File: config.mk
export PLATFORM = sky130hd
export DESIGN_NAME = mipi_frame_packer
export DESIGN_NICKNAME = d
export VERILOG_FILES = /design/src/rtl/mipi_frame_packer.sv
export SDC_FILE = /design/constraint.sdc
export NUM_CORES = 1
export LEC_CHECK = 0
export CORE_MARGIN = 2
export CORE_UTILIZATION = 45
export DETAILED_ROUTE_END_ITERATION = 8
export PLACE_DENSITY_LB_ADDON = 0.15
export SLEW_MARGIN = 25
export SYNTH_ARGS = -nofsm -noshare
export SYNTH_HDL_FRONTEND = slang
export SYNTH_SLANG_ARGS = --single-unit
export TNS_END_PERCENT = 50
File: constraint.sdc
create_clock -name clk -period 2.59 [get_ports clk]
set_input_delay 0.777 -clock clk [delete_from_list [all_inputs] [get_ports clk]]
set_output_delay 0.777 -clock clk [all_outputs]
set_load 0.005 [all_outputs]
File: src/rtl/mipi_frame_packer.sv
// mipi_frame_packer: emits FS header, ROW_NUM x (row header + COL_NUM pixels), FE header.
// Ports: clk, rst_n, start, pixel_data/valid/ready, mipi_data/valid/ready, busy, row_done, frame_done, row_count.
module mipi_frame_packer #(
  parameter int ROW_NUM    = 800,
  parameter int COL_NUM    = 1280,
  parameter int GAP_CYCLES = 4
) (
  input  logic       clk,
  input  logic       rst_n,
  input  logic       start,
  input  logic [7:0] pixel_data,
  input  logic       pixel_valid,
  output logic       pixel_ready,
  output logic [7:0] mipi_data,
  output logic       mipi_data_valid,
  input  logic       mipi_ready,
  output logic       busy,
  output logic       row_done,
  output logic       frame_done,
  output logic [9:0] row_count
);

  typedef enum logic [2:0] {
    S_IDLE, S_FS, S_GAP, S_RH, S_PIX, S_FE, S_DONE
  } state_t;

  localparam logic [10:0] COL_LAST = 11'(COL_NUM - 1);
  localparam logic [9:0]  ROW_MAX  = 10'(ROW_NUM);
  localparam logic [3:0]  GAP_LAST = 4'(GAP_CYCLES - 1);
  localparam bit          HAS_GAP  = (GAP_CYCLES != 0);

  state_t      state, state_nx;
  logic [1:0]  hdr_idx;
  logic [10:0] col_cnt;
  logic [3:0]  gap_cnt;
  logic        last_tag;

  logic        load;
  logic        hdr_last;
  logic        col_last;
  logic        gap_last;
  logic        rows_left;
  logic        pix_take;
  logic        is_hdr;
  state_t      seg_next;

  logic        ld_en;
  logic        ld_valid;
  logic [7:0]  ld_data;
  logic        ld_last;

  function automatic logic [7:0] hdr_byte(input state_t s, input logic [1:0] i);
    logic [31:0] w;
    logic [7:0]  b;
    unique case (1'b1)
      s == S_RH: w = 32'h2C00_0513;
      s == S_FE: w = 32'h0101_001D;
      default:   w = 32'h0001_001A;
    endcase
    unique case (i)
      2'd0:    b = w[31:24];
      2'd1:    b = w[23:16];
      2'd2:    b = w[15:8];
      default: b = w[7:0];
    endcase
    return b;
  endfunction

  // Output register advances when empty or being drained.
  assign load      = !mipi_data_valid | mipi_ready;
  assign hdr_last  = (hdr_idx == 2'd3);
  assign col_last  = (col_cnt == COL_LAST);
  assign gap_last  = (gap_cnt == GAP_LAST);
  assign rows_left = (row_count < ROW_MAX);
  assign is_hdr    = (state == S_FS) | (state == S_RH) | (state == S_FE);

  assign pixel_ready = (state == S_PIX) & load;
  assign pix_take    = pixel_ready & pixel_valid;
  assign busy        = (state != S_IDLE);

  // Where a header/row segment goes once finished; a zero gap is skipped.
  always_comb begin
    seg_next = S_GAP;
    if (!HAS_GAP) seg_next = rows_left ? S_RH : S_FE;
  end

  always_ff @(posedge clk or negedge rst_n) begin
    if (!rst_n) state <= S_IDLE;
    else        state <= state_nx;
  end

  always_comb begin
    state_nx = state;
    unique case (state)
      S_IDLE: if (start) state_nx = S_FS;
      S_FS:   if (load && hdr_last) state_nx = seg_next;
      S_GAP:  if (gap_last) state_nx = rows_left ? S_RH : S_FE;
      S_RH:   if (load && hdr_last) state_nx = S_PIX;
      S_PIX:  if (pix_take && col_last) state_nx = seg_next;
      S_FE:   if (load && hdr_last) state_nx = S_DONE;
      S_DONE: if (mipi_data_valid && mipi_ready) state_nx = S_IDLE;
      default: state_nx = S_IDLE;
    endcase
  end

  always_comb begin
    ld_en    = 1'b0;
    ld_valid = 1'b0;
    ld_data  = 8'h00;
    ld_last  = 1'b0;
    unique case (state)
      S_IDLE: begin
        ld_en    = start;
        ld_valid = 1'b1;
        ld_data  = hdr_byte(S_FS, 2'd0);
      end
      S_FS, S_RH, S_FE: begin
        ld_en    = load;
        ld_valid = 1'b1;
        ld_data  = hdr_byte(state, hdr_idx);
      end
      S_PIX: begin
        ld_en    = load;
        ld_valid = pixel_valid;
        ld_data  = pixel_data;
        ld_last  = pixel_valid & col_last;
      end
      default: begin
        ld_en    = load;
        ld_valid = 1'b0;
      end
    endcase
  end

  always_ff @(posedge clk or negedge rst_n) begin
    if (!rst_n) begin
      mipi_data       <= 8'h00;
      mipi_data_valid <= 1'b0;
      last_tag        <= 1'b0;
      row_done        <= 1'b0;
      frame_done      <= 1'b0;
      row_count       <= 10'd0;
      col_cnt         <= 11'd0;
      gap_cnt         <= 4'd0;
      hdr_idx         <= 2'd0;
    end else begin
      if (ld_en) begin
        mipi_data_valid <= ld_valid;
        last_tag        <= ld_last;
        if (ld_valid) mipi_data <= ld_data;
      end
      // Flags fire the cycle after the tagged byte is accepted.
      row_done   <= mipi_data_valid & mipi_ready & last_tag;
      frame_done <= (state == S_DONE) & mipi_data_valid & mipi_ready;

      if (state == S_IDLE)     hdr_idx <= start ? 2'd1 : 2'd0;
      else if (is_hdr && load) hdr_idx <= hdr_idx + 2'd1;

      if (state == S_IDLE && start)
        row_count <= 10'd0;
      else if (state == S_RH && load && hdr_last && rows_left)
        row_count <= row_count + 10'd1;

      if (state == S_IDLE) col_cnt <= 11'd0;
      else if (pix_take)   col_cnt <= col_last ? 11'd0 : col_cnt + 11'd1;

      gap_cnt <= (state == S_GAP) ? gap_cnt + 4'd1 : 4'd0;
    end
  end

endmodule

### Word-level counts from Yosys, hierarchy flattened

Index checks and enable logic that the tools add are counted.

| storage, ports and cells | value |
|---|---|
| output and inout bits | 23 |
| register bits | 42 |
| word-level logic and storage cells | 86 |
| input bits | 13 |

| operators by class | value |
|---|---|
| equal/unequal tests | 18 |
| multiplexer cells | 24 |
| bitwise operators | 10 |
| reduce and logical (&&, ||, !) cells | 19 |
| add/subtract/negate cells | 4 |
| $lt $le $gt $ge | 1 |

Operators with widths:

| cell | count |
|---|---|
| $pmux W30 S2 | 1 |
| $mux W11 | 3 |
| $mux W3 | 8 |
| $pmux W8 S3 | 1 |
| $pmux W3 S7 | 1 |
| $mux W10 | 2 |
| $pmux W8 S2 | 1 |
| $add A11 B1 Y11 const B | 1 |
| $eq A11 B11 Y1 const B | 1 |
| $add A10 B1 Y10 const B | 1 |
| $lt A10 B10 Y1 const B | 1 |
| $ne A2 B2 Y1 const B | 5 |
| $eq A3 B3 Y1 const B | 3 |
| $logic_and A1 B1 Y1 | 8 |
| $and A1 B1 Y1 | 7 |
| $reduce_and A7 Y1 | 1 |
| $eq A3 B2 Y1 const B | 2 |
| $reduce_bool A2 Y1 | 3 |
| $add A4 B1 Y4 const B | 1 |
| $eq A2 B2 Y1 const B | 2 |
| $eq A4 B2 Y1 const B | 1 |
| $mux W2 | 2 |
| $mux W4 | 1 |
| $ne A2 B1 Y1 const B | 2 |
| 13 further kinds | 17 |

### Logic depth before layout (Yosys ltp)

Gate-level depths: netlist of run 1.

| depth | value |
|---|---|
| word-level depth | 7 |
| depth in mapped cells | 7 |
| gate-level depth less buffers | 6 |

### Least setup slack after synthesis of run 1

OpenSTA, ideal clock, no wires.

| path | value |
|---|---|
| kind | register to output |
| start point | reg state[0] |
| end point | out pixel_ready |
| arrival time | 1264 ps |
| stages on the path, launching flop included | 5 |
| required time | 1813 ps |
| path slack | 549 ps |
| path buffers | 2 |
| path through | dfrtp_1 > clkbuf_1 > nor3b_1 > clkbuf_1 > and2_1 |

| on the way | value |
|---|---|
| longest elaborated chain between the ends | 2 |

Ends and longest elaborated chain:

| element | line | source |
|---|---|---|
| from (decl) | 32 | `state_t state, state_nx;` |
| from (signal assigned) | 89 | `else state <= state_nx;` |
| $eq A3 B3 Y1 | 77 | `assign pixel_ready = (state == S_PIX) & load;` |
| $and A1 B1 Y1 | 77 |  |
| to (decl) | 13 | `output logic pixel_ready,` |

Every way passes these cells.

### Final worst setup path of run 1

| path | value |
|---|---|
| start point | reg state[2] |
| end point | out busy |

| on the way | value |
|---|---|
| longest elaborated chain between the ends | 1 |

Ends and longest elaborated chain:

| element | line | source |
|---|---|---|
| $reduce_bool A3 Y1 | 79 | `assign busy = (state != S_IDLE);` |
| to (decl) | 17 | `output logic busy,` |

Every way passes these cells.

==> results.yml, run 1 <==
critical_path:
  timing.critical_path.cells: "nor3_1 -> inv_1 -> clkdlybuf4s50_1"
  cp_top_family: "buffers and inverters"
  worst-endpoint-required_ns: 1.81
  data_arrival_at_the_endpoint_of_the_critical_path_ns: 1.65
  worst-path-buf-inv: 2
  worst-r2r-setup-slack_ns: 0.45
  r2r_end: "col_cnt[0]"
  startpoint: "state[2]"
  worstSetupPathDepth: 3
  max_stage_delay_ns: 0.46
  worstSetupStartpointType: "flop"
  setup.worst_path.end: "busy"
  critical_path.slowest_cell: "clkdlybuf4s50_1"
  setup.worst_path.end_class: "output port"
  worstReg2RegStart: "col_cnt[0]"
  type_of_the_worst_setup_path: "reg -> out"
  timing.critical_path.fanout_max: 3
  worst_r2r_path_depth: 6
timing:
  final-hold-violation-count: 0
  final_critical_path_setup_slack_ns: 0.164
  grt_setup_unrepaired: "no"
  tightest_slew_ns: 0.520
  timing_max_transition_violations_final: 0
  post-route-min-period_ns: 2.43
  layout_worst_path_cycle_share_pct: 93.7
  max_freq_mhz: 412
  setup-tns-final_ns: 0
  setup_viol_count_final: 0
  post_route_hold_slack_ns: 0.464
  worst_clock_skew_ns: 0.00486
  relSlewSlack_pct: 65.3
synth:
  postSynthAreaPerCell_um2: 9.28
  synth.distinct_cells: 43
  synthesized_cell_area_um2: 2310
  synthArstFlopShare_pct: 100
  synth_top_cell_by_area: "dfrtp_1"
  synth_warnings: 0
  ys.flop_type: "dfrtp_1"
  part_of_the_yosys_area_used_for_sequential_elements_pct: 45.5
  synth_edf_count: 0
  syn_inst: 249
  yosys.cell_count.top_type: "dfrtp_1"
  synth_commonest_cells: "dfrtp_1 (42), nor2_1 (37), nand2_1 (14)"
  synth.net_count: 270
  synth_top_area_share_pct: 45.5
  synth_seq_cells: 42
  synthTopCellsByArea: "dfrtp_1 (45%), nor2_1 (6.0%), ha_1 (4.3%)"
grt:
  grt_overflow_total: 0
  grt_first_pass_wirelength_mm: 8.24
  grt_max_degree: 43
  grt_antenna_before_repair: 0
  number_of_global_route_vias_before_repair: 1714
  global_route.usage.total_pct: 19.2
power:
  leakage_nw: 1.29
  power-per-cell-area_nw_per_um2: 1020
  vdd_drop_max_mv: 0.474
route:
  drc: 0
  number_of_detailed_routing_iterations_run_before_antenna_repair: 5
  antenna_violating_nets_post_route: 0
  wl_mm: 5.05
  drt-wirelength-per-cell_um: 13.9
  vias: 1942
  number_of_drc_markers_in_iteration_0: 162
  avgViaCountPerCell: 5.35
die:
  number_of_i_o_pins: 36
  core_um2: 5040
  initial_core_utilization_pct: 45.8
  die_width_um: 75.7
  row_count: 26
  dieArea_um2: 5720
  die_height_um: 75.7
clocking:
  worst_skew_pair.late_latency_ns: 0.31
  tritoncts: "built"
  post_cts_hold_buffer_count: 0
  cts.reportedPaths.clkPinSlew_ns: 0.08
  cts_num_sinks: 42
  cts_max_level: 2
  cts_buffers: 5
  ctsRootBufferMaster: "clkbuf_8"
  postCtsSetupBuffers: 0
  post_cts_resized: 2
  cts.path.max_buffers: 2
place:
  preCtsSetupSlack_ns: -0.248
  post-dp-hpwl_mm: 3.60
  routabilityCongestion: 0.837
  portbufs: 35
cells_and_area:
  num_antenna_cells: 0
  fraction_of_final_layout_cells_sized_beyond_drive_strength_1_pct: 10.2
  synthToLayoutAreaGrowth_pct: 25.8
  layout.filler_cells: 456
  finish.net_count: 313
min_path:
  holdCritPathClass: "reg -> reg"
  whs_path_depth: 1
run:
  drv_cap: 0
run_status:
  outcome: "finished, final reports clean"
-- power breakdown --
part / internal (W) / switching (W)
clock: 0.000189 / 0.000242
sequential: 0.000850 / 0.000179
combinational: 0.000694 / 0.000798
-- layer usage --
layer,vias up,wire length (µm),global-route usage [%]
met5,-,0,0
met4,0,112,7.21
met3,11,295,5.03
met2,58,2440,30.5
met1,908,2200,25.3
li1,965,-,-
-- per-stage QoR --
stage	cells	power, W	utilization [%]	instance area [µm²]
2_1_floorplan	249	0.00194	-	2310
3_3_place_gp	355	0.00250	55.7	2810
3_5_place_dp	355	0.00252	55.7	2810
4_1_cts	363	0.00297	57.6	2900
5_1_grt	363	0.00319	57.6	2910
6_report	363	0.00295	57.6	2910
-- worst min-delay path by stage --
stage	from	endpoint	slack [ns]
floorplan	gap_cnt[0]	gap_cnt[0]	0.43
global placement	gap_cnt[0]	gap_cnt[0]	0.45
detailed placement	gap_cnt[0]	gap_cnt[0]	0.46
CTS	gap_cnt[0]	gap_cnt[0]	0.47
global route	gap_cnt[0]	gap_cnt[0]	0.49
finish	gap_cnt[0]	gap_cnt[0]	0.46
-- worst reg2reg max path: cells and delay by family, from the launching register on --
family / cells / cell delay (ns)
DFF: 1 / 0.42
adders and majority gates: 1 / 0.22
and+or+nand+nor: 4 / 1.09
AOI/OAI and AO/OA: 1 / 0.30
-- logic make-up after synthesis --
kind of cell,Yosys count,share of synthesized area [%]
simple gates,108,24.1
mux,2,0.866
fa+ha+maj,8,4.33
xor+xnor,18,6.82
flops,42,45.5
compound gates,49,14.7
buf+inv,22,3.63
-- cell type report --
class | count | area, µm² | area share [%]
clock buffer | 5 | 68.8 | 2.37
sequential | 42 | 1050 | 36.2
timing repair buffer | 48 | 457 | 15.7
clock inverter | 3 | 21.3 | 0.732
inverter | 10 | 37.5 | 1.29
tap | 70 | 87.6 | 3.01
multi-input combinational | 185 | 1180 | 40.7
-- cells in the final DEF, fill, tap and decap left out, types with 3 or more instances in the layout --
master	n
and3_1	7
nor2_1	37
clkdlybuf4s50_1	32
dfrtp_1	42
o21ai_0	12
xnor2_1	9
nor2b_1	5
nor3_1	10
inv_1	10
nand3_1	8
nand2b_1	3
nand2_1	14
xor2_1	9
buf_4	12
clkbuf_8	5
a31oi_1	4
and2_1	3
a22oi_1	4
nand4_1	8
a21oi_1	11
ha_1	8
-- registers in the layout, summed over array words and instances, names as in the netlist --
name,cells
col_cnt,11
row_done,1
mipi_data_valid,1
frame_done,1
last_tag,1
row_count,10
gap_cnt,4
hdr_idx,2
state,3
mipi_data,8
No activity file was read; power rests on OpenSTA's default activity.
==> run 2, diff against run 1 <==
--- a/config.mk
+++ b/config.mk
@@ -9,7 +9,7 @@
 export CORE_UTILIZATION = 45
 export DETAILED_ROUTE_END_ITERATION = 8
 export PLACE_DENSITY_LB_ADDON = 0.15
-export SLEW_MARGIN = 25
+export SLEW_MARGIN = 20
 export SYNTH_ARGS = -nofsm -noshare
 export SYNTH_HDL_FRONTEND = slang
 export SYNTH_SLANG_ARGS = --single-unit
==> results of run 2 <==
The final DEF is identical to that of run 1; final timing and power are the same.
==> variant (settings of run 1) <==
Re-encode `state_t` (7 states) as one-hot, 7 bits wide.
--- a/src/rtl/mipi_frame_packer.sv
+++ b/src/rtl/mipi_frame_packer.sv
@@ -20,8 +20,8 @@
   output logic [9:0] row_count
 );
 
-  typedef enum logic [2:0] {
-    S_IDLE, S_FS, S_GAP, S_RH, S_PIX, S_FE, S_DONE
+  typedef enum logic [6:0] {
+    S_IDLE = 7'b0000001, S_FS = 7'b0000010, S_GAP = 7'b0000100, S_RH = 7'b0001000, S_PIX = 7'b0010000, S_FE = 7'b0100000, S_DONE = 7'b1000000
   } state_t;
 
   localparam logic [10:0] COL_LAST = 11'(COL_NUM - 1);
Formal check against the unedited RTL: no difference found for any inputs over 10 cycles, from zero or initial values and one cycle with rst_n low; not proved beyond that.
==> variant against run 1 <==
- non-clock buffer count grew 10
- fmax shrank 4.9%
- total power fell by 17%
- setup slack got worse by 0.12 ns
- global-route usage increased by 0.76 points
- design area rose by 14%
- routed wire length is 15% higher
- count of clock-buffer cells in the layout stayed put
- sequential power is 17% lower
- critical path depth is 1 higher
- synthesized area grew 14%
- utilization grew 1.7 points
- sequential cell count is 4 higher
- die area up 13%
- critical path type is now in -> out
- largest cell class unchanged
- largest power group unchanged
==> variant: results (changes against run 1) <==
status -> complete, no violations
met2 layer wire length in the routed design -> 2.69 mm (+10%)
HPWL Detailed -> 4.25 mm (+18%)
overall global routing resource usage -> 20.0% (+0.76 points)
number of distinct library cell variants in the gate-level netlist after synthesis -> 57 (+33%)
dominant delay contributor by cell family on the critical path -> buffers and inverters
transition time of the tightest slew-check pin -> 0.542 ns (+0.0219 ns)
launching point of the worst reg2reg path -> state[0]
H-tree levels -> 2 (unchanged)
R2R Setup Slk -> 0.34 ns (-0.11 ns)
Clock transition at path regs -> 0.09 ns
total number of nets in the final design -> 342 (+9.3%)
hold_ws -> 0.398 ns (-0.0659 ns)
number of buffers created by CTS -> 5 (unchanged)
initial detailed-routing violation count -> 62 (-62%)
maximum clock insertion buffer count -> 2 (unchanged)
maximum number of pins on one net before global-route repair -> 21 (-51%)
Synth top cells by count -> dfrtp_1 (45), nand2_1 (27), nor2_1 (26)
Via-to-Cell Ratio -> 5.42 (+1.4%)
worst-path fanout max -> 3 (unchanged)
dpl cells -> 382 (+7.6%)
Gate Count Post-Synth -> 265 (+6.4%)
worst stage delay on the critical path -> 0.49 ns (+0.03 ns)
number of global-route vias before repair -> 2067 (+21%)
layout cells sized above 1 -> 18.3% (+8.1 points)
WL met1 -> 2.72 mm (+24%)
post-placement worst setup slack -> -0.247 ns (+0.000803 ns)
number of cells on the worst reg-to-reg path -> 7 (+1)
global-route wire length before repair -> 10.0 mm (+22%)
reg-to-reg critical path endpoint -> state[5]
number of nets in the synthesized netlist -> 286 (+5.9%)
worst-path cell with the longest stage delay -> clkdlybuf4s50_1
Final Wtd Congestion -> 0.830 (-0.82%)
clock insertion delay at the later pin of the skew report -> 0.31 ns (about the same)
antenna diode count -> 0 (unchanged)
final worst clock skew -> 0.0109 ns (+0.00600 ns)
WL per Instance -> 14.7 µm (+5.7%)
count of input and output buffers -> 35 (unchanged)
Crit path arrival time -> 1.77 ns (+0.12 ns)
registers with the most flip-flops -> col_cnt: 11 flops, row_count: 10 flops, mipi_data: 8 flops
number of antenna violations at the first check in global routing -> 0 (unchanged)
Placed Instance Area -> 0.00316 mm² (+13%)
HP Class -> in -> async
final sum of negative setup slack -> 0 ns (unchanged)
routed length on met3 -> 236 µm (-20%)
dominant cells by area after synthesis -> dfrtp_1 (43%), nand2_1 (3.9%), ha_1 (3.8%), nor2_1 (3.7%), mux2_4 (3.4%)
Clk Tree Root Cell -> clkbuf_8
detailed-routing iteration count for the pre-antenna-repair pass -> 4 (-1)
Max VDD drop -> 0.350 mV (-26%)
Final Instance Count excl. Fillers -> 394 (+8.5%)
leakage power of the design -> 1.50 nW (+17%)
Int Pwr -> 1.55 mW (-11%)
post-synthesis sequential area ratio -> 43.9% (-1.6 points)
variant: changes by cell type in the layout (fill, tap and decap cells not counted), moves of 5 or more:
cell	change
nand2_1	+13
nor3_1	-5
buf_4	+11
mux2_4	+6
nor2_1	-11
nand4_1	+5
xnor2_1	-5
variant: power groups by stage:
stage | Sequential, mW | Combinational, mW | Clock [mW]
2_1_floorplan | 0.873 | 0.659 | 0
3_3_place_gp | 0.885 | 1.00 | 0
3_5_place_dp | 0.890 | 1.01 | 0
4_1_cts | 0.857 | 1.07 | 0.550
5_1_grt | 0.870 | 1.16 | 0.573
6_report | 0.858 | 1.06 | 0.531
variant: per-layer routing:
layer / GRT usage, % / vias up
li1: - / 1070
met1: 27.0 / 1015
met2: 30.9 / 42
met3: 4.16 / 10
met4: 8.81 / 0
met5: 0 / -
variant: cells by family after synthesis:
logic type / count (synthesis) / share of synthesized area, %
xor+xnor: 13 / 4.34
buf+inv: 17 / 2.91
flops: 46 / 43.9
simple gates: 122 / 27.4
fa+ha+maj: 8 / 3.81
mux: 11 / 5.39
compound gates: 48 / 12.3
variant: worst max-delay path by stage:
stage | from | to | slack (ns) | cells past startpoint
final | mipi_ready | pixel_ready | 0.04 | 4
after global routing | mipi_ready | pixel_ready | 0.0006 | 4
after CTS | mipi_ready | pixel_ready | 0.01 | 4
after detailed placement | mipi_ready | pixel_ready | -0.25 | 4
after global placement | mipi_ready | pixel_ready | -0.25 | 4
after floorplan | mipi_ready | pixel_ready | 0.43 | 3
variant: final cells by class:
class	instances	area (µm²)
clock buffer	5	68.8
clock inverter	3	40.0
fill	513	2270
inverter	8	32.5
multi-input combinational	202	1400
sequential	46	1150
tap	72	90.1
timing repair buffer	58	517
variant: worst register-to-register path, stage by stage (launching register included):
cell     delay [ns]
dfstp_2        0.54
or4b_4         0.50
nor2_8         0.12
inv_4          0.03
buf_4          0.16
o21ai_0        0.26
a211o_2        0.19
mux2_2         0.33
variant: timing repair:
action / 4_1_cts / 5_1_grt
buffers inserted: 4 / 0
resized for setup: 5 / 1
cloned: 0 / 0
endpoints found under the setup margin: 2 / 1
